`src/rtl/assume_r4_pkg.sv`:
```
// Shared constants and state type for the byte-serial radix-4 Booth multiplier.
// ASSUME_R4_SIGNED_EN selects two's-complement operands; the default build multiplies unsigned.
package assume_r4_pkg;

  localparam int IN_W  = 8;
  localparam int OP_W  = 16;
  localparam int RES_W = 32;

  // Unsigned X needs a ninth digit so its top bit is never read as a sign.
`ifdef ASSUME_R4_SIGNED_EN
  localparam bit SIGNED_OPS = 1'b1;
  localparam int DIGITS     = 8;
  localparam int PP_W       = 18;
`else
  localparam bit SIGNED_OPS = 1'b0;
  localparam int DIGITS     = 9;
  localparam int PP_W       = 19;
`endif

  localparam int XS_W  = 2 * DIGITS;
  localparam int ACC_W = PP_W + XS_W;

  typedef enum logic [1:0] {IDLE, LOAD, CALC, DONE} state_t;

endpackage

```
`src/rtl/booth_r4_pp.sv`:
```
// Radix-4 Booth digit decode: maps an overlapping 3-bit group of X onto 0, +-A or +-2A.
module booth_r4_pp #(
  parameter int W = 18
) (
  input  logic [2:0]          grp,
  input  logic signed [W-1:0] a,
  output logic signed [W-1:0] pp
);

  always_comb begin
    case (grp)
      3'b001, 3'b010: pp = a;
      3'b011:         pp = a <<< 1;
      3'b100:         pp = -(a <<< 1);
      3'b101, 3'b110: pp = -a;
      default:        pp = '0;
    endcase
  end

endmodule

```
`src/rtl/assume_r4_mult.sv`:
```
// Byte-serial radix-4 Booth multiplier: A and X arrive a byte at a time, one Booth digit retires per cycle.
// Define ASSUME_R4_SIGNED_EN for two's-complement operands; the default build multiplies unsigned.
module assume_r4_mult #(
  parameter int IN_W  = assume_r4_pkg::IN_W,
  parameter int OP_W  = assume_r4_pkg::OP_W,
  parameter int RES_W = assume_r4_pkg::RES_W
) (
  input  logic             clk,
  input  logic             rst,
  input  logic             start,
  input  logic             getA,
  input  logic             getX,
  input  logic [IN_W-1:0]  in,
  output logic [RES_W-1:0] result,
  output logic             ready
);
  import assume_r4_pkg::*;

  localparam logic [3:0] LAST_CNT = 4'(DIGITS - 1);

  state_t                  state, state_nxt;
  logic [OP_W-1:0]         a, x;
  logic [1:0]              aptr, xptr;
  logic                    geta_q, getx_q;
  logic                    rise_a, rise_x, ops_full;
  logic signed [ACC_W-1:0] acc, acc_sum, acc_step;
  logic [XS_W-1:0]         xs;
  logic                    xprev;
  logic [3:0]              cnt;
  logic signed [PP_W-1:0]  a_ext, pp;

  assign rise_a   = getA & ~geta_q;
  assign rise_x   = getX & ~getx_q;
  assign ops_full = (aptr == 2'd2) && (xptr == 2'd2);

  always_comb begin
    if (SIGNED_OPS) a_ext = {{(PP_W - OP_W){a[OP_W-1]}}, a};
    else            a_ext = {{(PP_W - OP_W){1'b0}}, a};
  end

  booth_r4_pp #(.W(PP_W)) u_pp (
    .grp ({xs[1:0], xprev}),
    .a   (a_ext),
    .pp  (pp)
  );

  // Partial products enter at the top; shifting right by 2 each digit lands the final sum at bit 0.
  assign acc_sum  = acc + {pp, {XS_W{1'b0}}};
  assign acc_step = acc_sum >>> 2;

  always_ff @(posedge clk) begin
    if (rst) state <= IDLE;
    else     state <= state_nxt;
  end

  always_comb begin
    state_nxt = state;
    if (start) begin
      state_nxt = LOAD;
    end else begin
      case (state)
        LOAD:    if (ops_full) state_nxt = CALC;
        CALC:    if (cnt == LAST_CNT) state_nxt = DONE;
        default: state_nxt = state;
      endcase
    end
  end

  always_comb begin
    ready  = (state == DONE);
    result = ready ? acc[RES_W-1:0] : '0;
  end

  always_ff @(posedge clk) begin
    if (rst) begin
      a      <= '0;
      x      <= '0;
      aptr   <= '0;
      xptr   <= '0;
      geta_q <= 1'b0;
      getx_q <= 1'b0;
      acc    <= '0;
      xs     <= '0;
      xprev  <= 1'b0;
      cnt    <= '0;
    end else begin
      geta_q <= getA;
      getx_q <= getX;
      if (start) begin
        a     <= '0;
        x     <= '0;
        aptr  <= '0;
        xptr  <= '0;
        acc   <= '0;
        xs    <= '0;
        xprev <= 1'b0;
        cnt   <= '0;
      end else if (state == LOAD) begin
        if (rise_a && aptr != 2'd2) begin
          if (aptr == 2'd0) a[IN_W-1:0]    <= in;
          else              a[OP_W-1:IN_W] <= in;
          aptr <= aptr + 2'd1;
        end
        if (rise_x && xptr != 2'd2) begin
          if (xptr == 2'd0) x[IN_W-1:0]    <= in;
          else              x[OP_W-1:IN_W] <= in;
          xptr <= xptr + 2'd1;
        end
        // X is zero-extended into the digit shifter; for unsigned operands this supplies the extra digit.
        if (ops_full) begin
          acc   <= '0;
          xs    <= XS_W'(x);
          xprev <= 1'b0;
          cnt   <= '0;
        end
      end else if (state == CALC) begin
        acc   <= acc_step;
        xs    <= xs >> 2;
        xprev <= xs[1];
        cnt   <= cnt + 4'd1;
      end
    end
  end

endmodule

```
`config.mk`:
```
export PLATFORM = sky130hd
export DESIGN_NAME = assume_r4_mult
export DESIGN_NICKNAME = d
export VERILOG_FILES = /design/src/rtl/assume_r4_pkg.sv /design/src/rtl/booth_r4_pp.sv /design/src/rtl/assume_r4_mult.sv
export SDC_FILE = /design/constraint.sdc
export NUM_CORES = 1
export LEC_CHECK = 0
export ABC_CLOCK_PERIOD_IN_PS = 3250
export CAP_MARGIN = 20
export CELL_PAD_IN_SITES_DETAIL_PLACEMENT = 0
export CELL_PAD_IN_SITES_GLOBAL_PLACEMENT = 2
export CORE_AREA = 2 2 132 134
export CTS_CLUSTER_SIZE = 30
export DETAILED_ROUTE_END_ITERATION = 16
export DIE_AREA = 0 0 134 136
export DONT_BUFFER_PORTS = 1
export PLACE_DENSITY_LB_ADDON = 0.1
export SLEW_MARGIN = 20
export SYNTH_ARGS = -nofsm -noshare
export SYNTH_HDL_FRONTEND = slang
export SYNTH_HIERARCHICAL = 1
export SYNTH_SLANG_ARGS = --single-unit
```
`constraint.sdc`:
```
create_clock -name clk -period 3.25 [get_ports clk]
set_input_delay 0.8125 -clock clk [delete_from_list [all_inputs] [get_ports clk]]
set_output_delay 0.8125 -clock clk [all_outputs]
set_load 0.02 [all_outputs]
```
==> metrics.md <==
| Metric | Value |
|---|---|
| Run status | finished, violations left |
| Violated checks | setup timing |
| Total wire length after detailed routing | 16,300 um |
| Largest delay share family, worst path | compound AO/OA/AOI/OAI gates |
| Proportion of power drawn by the clock network | 45.9% |
| R2R cell count | 12 |
| Post-place setup slack | -0.129 ns |
| Height of the chip | roughly 140 um |
| Final worst path period share | 102% |
| Max-slew headroom | 36.9% |
| Number of max-slew violations in the final report | 0 |
| Number of antenna violations at the first check in global routing | 0 |
| Final weighted congestion in routability-driven placement | just under 0.9 |
| GRT Overall Usage | a little under a fifth |
| Root buffer cell | clkbuf_16 |
| Min-Delay Endpoint | x[4] |
| Final count of negative-setup-slack endpoints | 3 |
| Post-DR vias/cell | about 5.3 |
| Type of origin of the critical path | register |
| RSZ-0062 raised after global routing | true |
| Register-to-register setup slack | -0.06 ns |
| Worst path depth | 12 |
| Slowest stage cell on the critical path | or4_4 |
| Hold violation count in the final report | 0 |
| Count of yosys warnings during synthesis | 6 |
| Switching part of the total power | between 20% and 30% |
| Critical path origin | a[0] |
| Unique masters post-synth | a little under 70 |
| Post-layout min period | around 3.3 ns |
| Quantity of hold-fixing buffers added after cts | 0 |
| Port Buffer Count | 0 |
| Cell internal pwr | 1.88 mW |
| Clock network latency to the later pin of the worst-skew pair | around 0.36 ns |
| Clock Tree Buf Depth | 2 |
| Maximum net fanout on the critical path | 6 |
| Number of rows created at floorplan | 48 |
| Number of enable-type register cells in the synthesized netlist | 0 |
| Setup Crit Path Kind | reg2reg |
| Netlist area before placement | between 5000 and 6000 um2 |
| Crit path DAT | around 3.6 ns |
| Fmax achieved | between 300 and 400 MHz |
| #FFs+latches synth | 96 |
| Clock-pin slew on the worst setup and hold paths | 0.07 ns |
| Net Sw Power | roughly 600 uW |
| Largest incremental delay on the critical path | 0.61 ns |
| Worst setup margin | -0.0641 ns |
| Hold slack final | between 0.4 and 0.5 ns |
| Number of nets in the layout | 789 |
| Part of the Yosys area used for sequential elements | around 33% |
| Buf/Inv on CP | 0 |
| Global route total overflow | 0 |
| Drt first-iter violations | between 200 and 300 |
| Number of standard cells after synthesis | between 700 and 800 |
| Worst-case vdd ir drop | around 0.26 mV |
| Fraction of final layout cells with drive strength greater than 1 | 18.4% |
| Actual transition at the worst max-transition pin | about 0.94 ns |
| Worst Path Required | around 3.5 ns |
| Start of the worst register-to-register path | a[0] |
| Vias post-DR | around 5,200 |
| Fill cells | 1,729 |
| Layout Skew | 0.0207 ns |
| Floorplan die area | around 18,000 um2 |
| Maximum level of the CTS H-tree | 3 |
| Max-cap violations | 0 |
| Maximum number of pins on one net before global-route repair | 79 |
| First-pass GRT wire length | around 26,000 um |
| Diode insertion count for antenna repair | 0 |
| Post-detailed-route DRC marker count | 0 |
| Reg-to-reg endpoint | acc[32] |
| First-pass iteration count of the detailed router | 4 |
| Placeable core area | about 17,000 um2 |
| Effective utilization at floorplan | around a third |
| Total CTS buffers | 9 |
| Critical hold path startpoint | x[4] |
| Element type at the critical path end | register |
| Remaining number of nets flagged by the antenna check after routing | 0 |
| Top-level port count | 46 |
| Flip-flop cell with the highest count after synthesis | dfxtp_1 |
| Part of the total power dissipated in combinational logic | around 6.3% |
| Area overhead of the layout relative to synthesis | 21.0% |
| Async set or reset register ratio after synthesis | 0% |
| Standby leakage power | 2.76 nW |
| Estimated wirelength of the detail-placed design | approximately 12,000 um |
| Routed length per placed instance | ~17 um |
| Cell-by-cell trace of the critical path | or4_4 -> o311a_1 -> a311oi_1 -> a311o_1 -> ha_4 -> a21o_1 -> or3_4 -> o22ai_4 -> o21ai_2 -> a21oi_2 -> mux2i_1 -> nand2_1 |
| Die Width | roughly 130 um |
| Areal power density over the cells | 355 nW/um2 |
| Avg Synthesized Cell Area | 8.11 um2 |
| Number of sinks driven by the clock tree | 96 |
| Via count of the first global-routing pass | 5,016 |
| Sequential power share | a little under half |
| Cells on Worst Hold Path | 2 |
| Clock tree from TritonCTS | yes |
| Min-Delay Path Class | reg2reg |
[worst max-delay path by stage]
stage,to,slack (ns)
2_1_floorplan,acc[32],-0.003
5_1_grt,acc[35],-0.23
6_report,acc[32],-0.06
3_3_place_gp,acc[31],-0.06
3_5_place_dp,acc[31],-0.13
4_1_cts,acc[32],-0.005
[routing by layer]
metal  global-route usage [%]  vias up  part of all wire, %
li1                         -     2611                    -
met1                     24.0     2499                   48
met2                     29.6       58                   48
met3                     3.36       14                  2.8
met4                     5.79        0                  1.1
met5                        0        -                    0
[what timing repair did]
action                     CTS  global route
gates resized for setup     21            25
pin swaps                   19            22
setup buffers                3             6
setup endpoints to repair    5            11
[worst reg2reg max path, cell delays in order (launching register included)]
cell and delay [ns]:
dfxtp_2 0.33, or4_4 0.61, o311a_1 0.32, a311oi_1 0.23, a311o_1 0.24, ha_4 0.22
a21o_1 0.16, or3_4 0.38, o22ai_4 0.21, o21ai_2 0.11, a21oi_2 0.15, mux2i_1 0.19
nand2_1 0.06
[power by group through the flow]
stage                     clock (mW)  combinational (mW)  sequential, mW
after global routing            1.22               0.174            1.18
after floorplan                    0               0.106            1.21
after CTS                       1.19               0.152            1.18
final                           1.14               0.157            1.18
after global placement             0               0.144            1.21
after detailed placement           0               0.144            1.21
[cell usage in the layout (no fill, tap or decap), types with 3 or more instances in the layout]
cell type  count
a211oi_1      16
a21o_1         9
a21oi_1       43
a21oi_2        6
a221o_1        4
a22oi_1       32
and2_1         4
and3_1        35
buf_4         68
clkbuf_16      9
clkinv_4       3
conb_1        13
dfxtp_1       94
ha_1          17
ha_4           7
inv_1         15
mux2_2         3
mux2i_1       38
nand2_1       50
nand2b_1       6
nand3_1       32
nand4_1        4
nor2_1        98
nor2b_1        5
nor3_1         4
nor3b_1        4
o211ai_1       5
o21ai_0       17
o21ai_1        5
o21ai_2        3
o21bai_1       3
o22ai_1        3
xnor2_1       18
xor2_1        13
[cells in the mapped netlist (all sizes together), types with 5 or more instances]
cell	instances	area share (%)
dfxtp	96	33
xnor2	19	2.9
mux2i	38	6.6
nand3	34	3.0
nand2b	6	0.65
and3	36	3.9
a21o	9	1.2
o22ai	5	0.65
o211ai	5	0.65
xor2	14	2.1
clkbuf	34	2.2
nor2b	7	0.76
ha	25	5.4
inv	16	1.0
a211oi	17	2.3
nor2	100	6.6
nand2	52	3.4
buf	20	1.9
a21oi	49	4.3
a22oi	32	4.2
o21ai	26	2.3
nor3	7	0.80
[sequential cells by signal, indices dropped and copies added, names as in the netlist]
signal / flops
geta_q: 1
a: 16
acc: 35
xs: 16
xptr: 2
x: 16
getx_q: 1
xprev: 1
state: 2
cnt: 4
aptr: 2
[cell families (layout without fill, tap and decap cells)]
logic type | count (synthesis) | count (layout) | synth area share [%]
other cells | 1 | 13 | 0.0651
xor+xnor | 33 | 33 | 5.01
simple gates | 269 | 269 | 22.9
flops | 96 | 96 | 33.3
buf+inv | 70 | 102 | 5.17
mux | 41 | 41 | 7.18
fa+ha+maj | 26 | 26 | 5.77
compound gates | 175 | 175 | 20.5
[final cells by class]
cell class	instances	area (um2)	area share (%)
multi-input combinational	557	3850	55.1
sequential	96	1930	27.6
timing repair buffer	70	542	7.77
tap	225	282	4.04
clock buffer	10	239	3.43
clock inverter	6	76.3	1.09
inverter	16	62.6	0.897
[per-stage QoR]
stage	TNS (ns)	util [%]	power, mW	instances	instance area [um2]
after floorplan	-0.00302	-	1.32	723	5860
final	-0.106	41.3	2.48	980	6970
after detailed placement	-0.502	37.8	1.36	955	6380
after global routing	-1.07	41.3	2.58	980	6970
after CTS	-0.00544	40.3	2.52	974	6800
after global placement	-0.156	37.8	1.36	955	6380
Note: power is estimated with default switching activity, not from simulation.
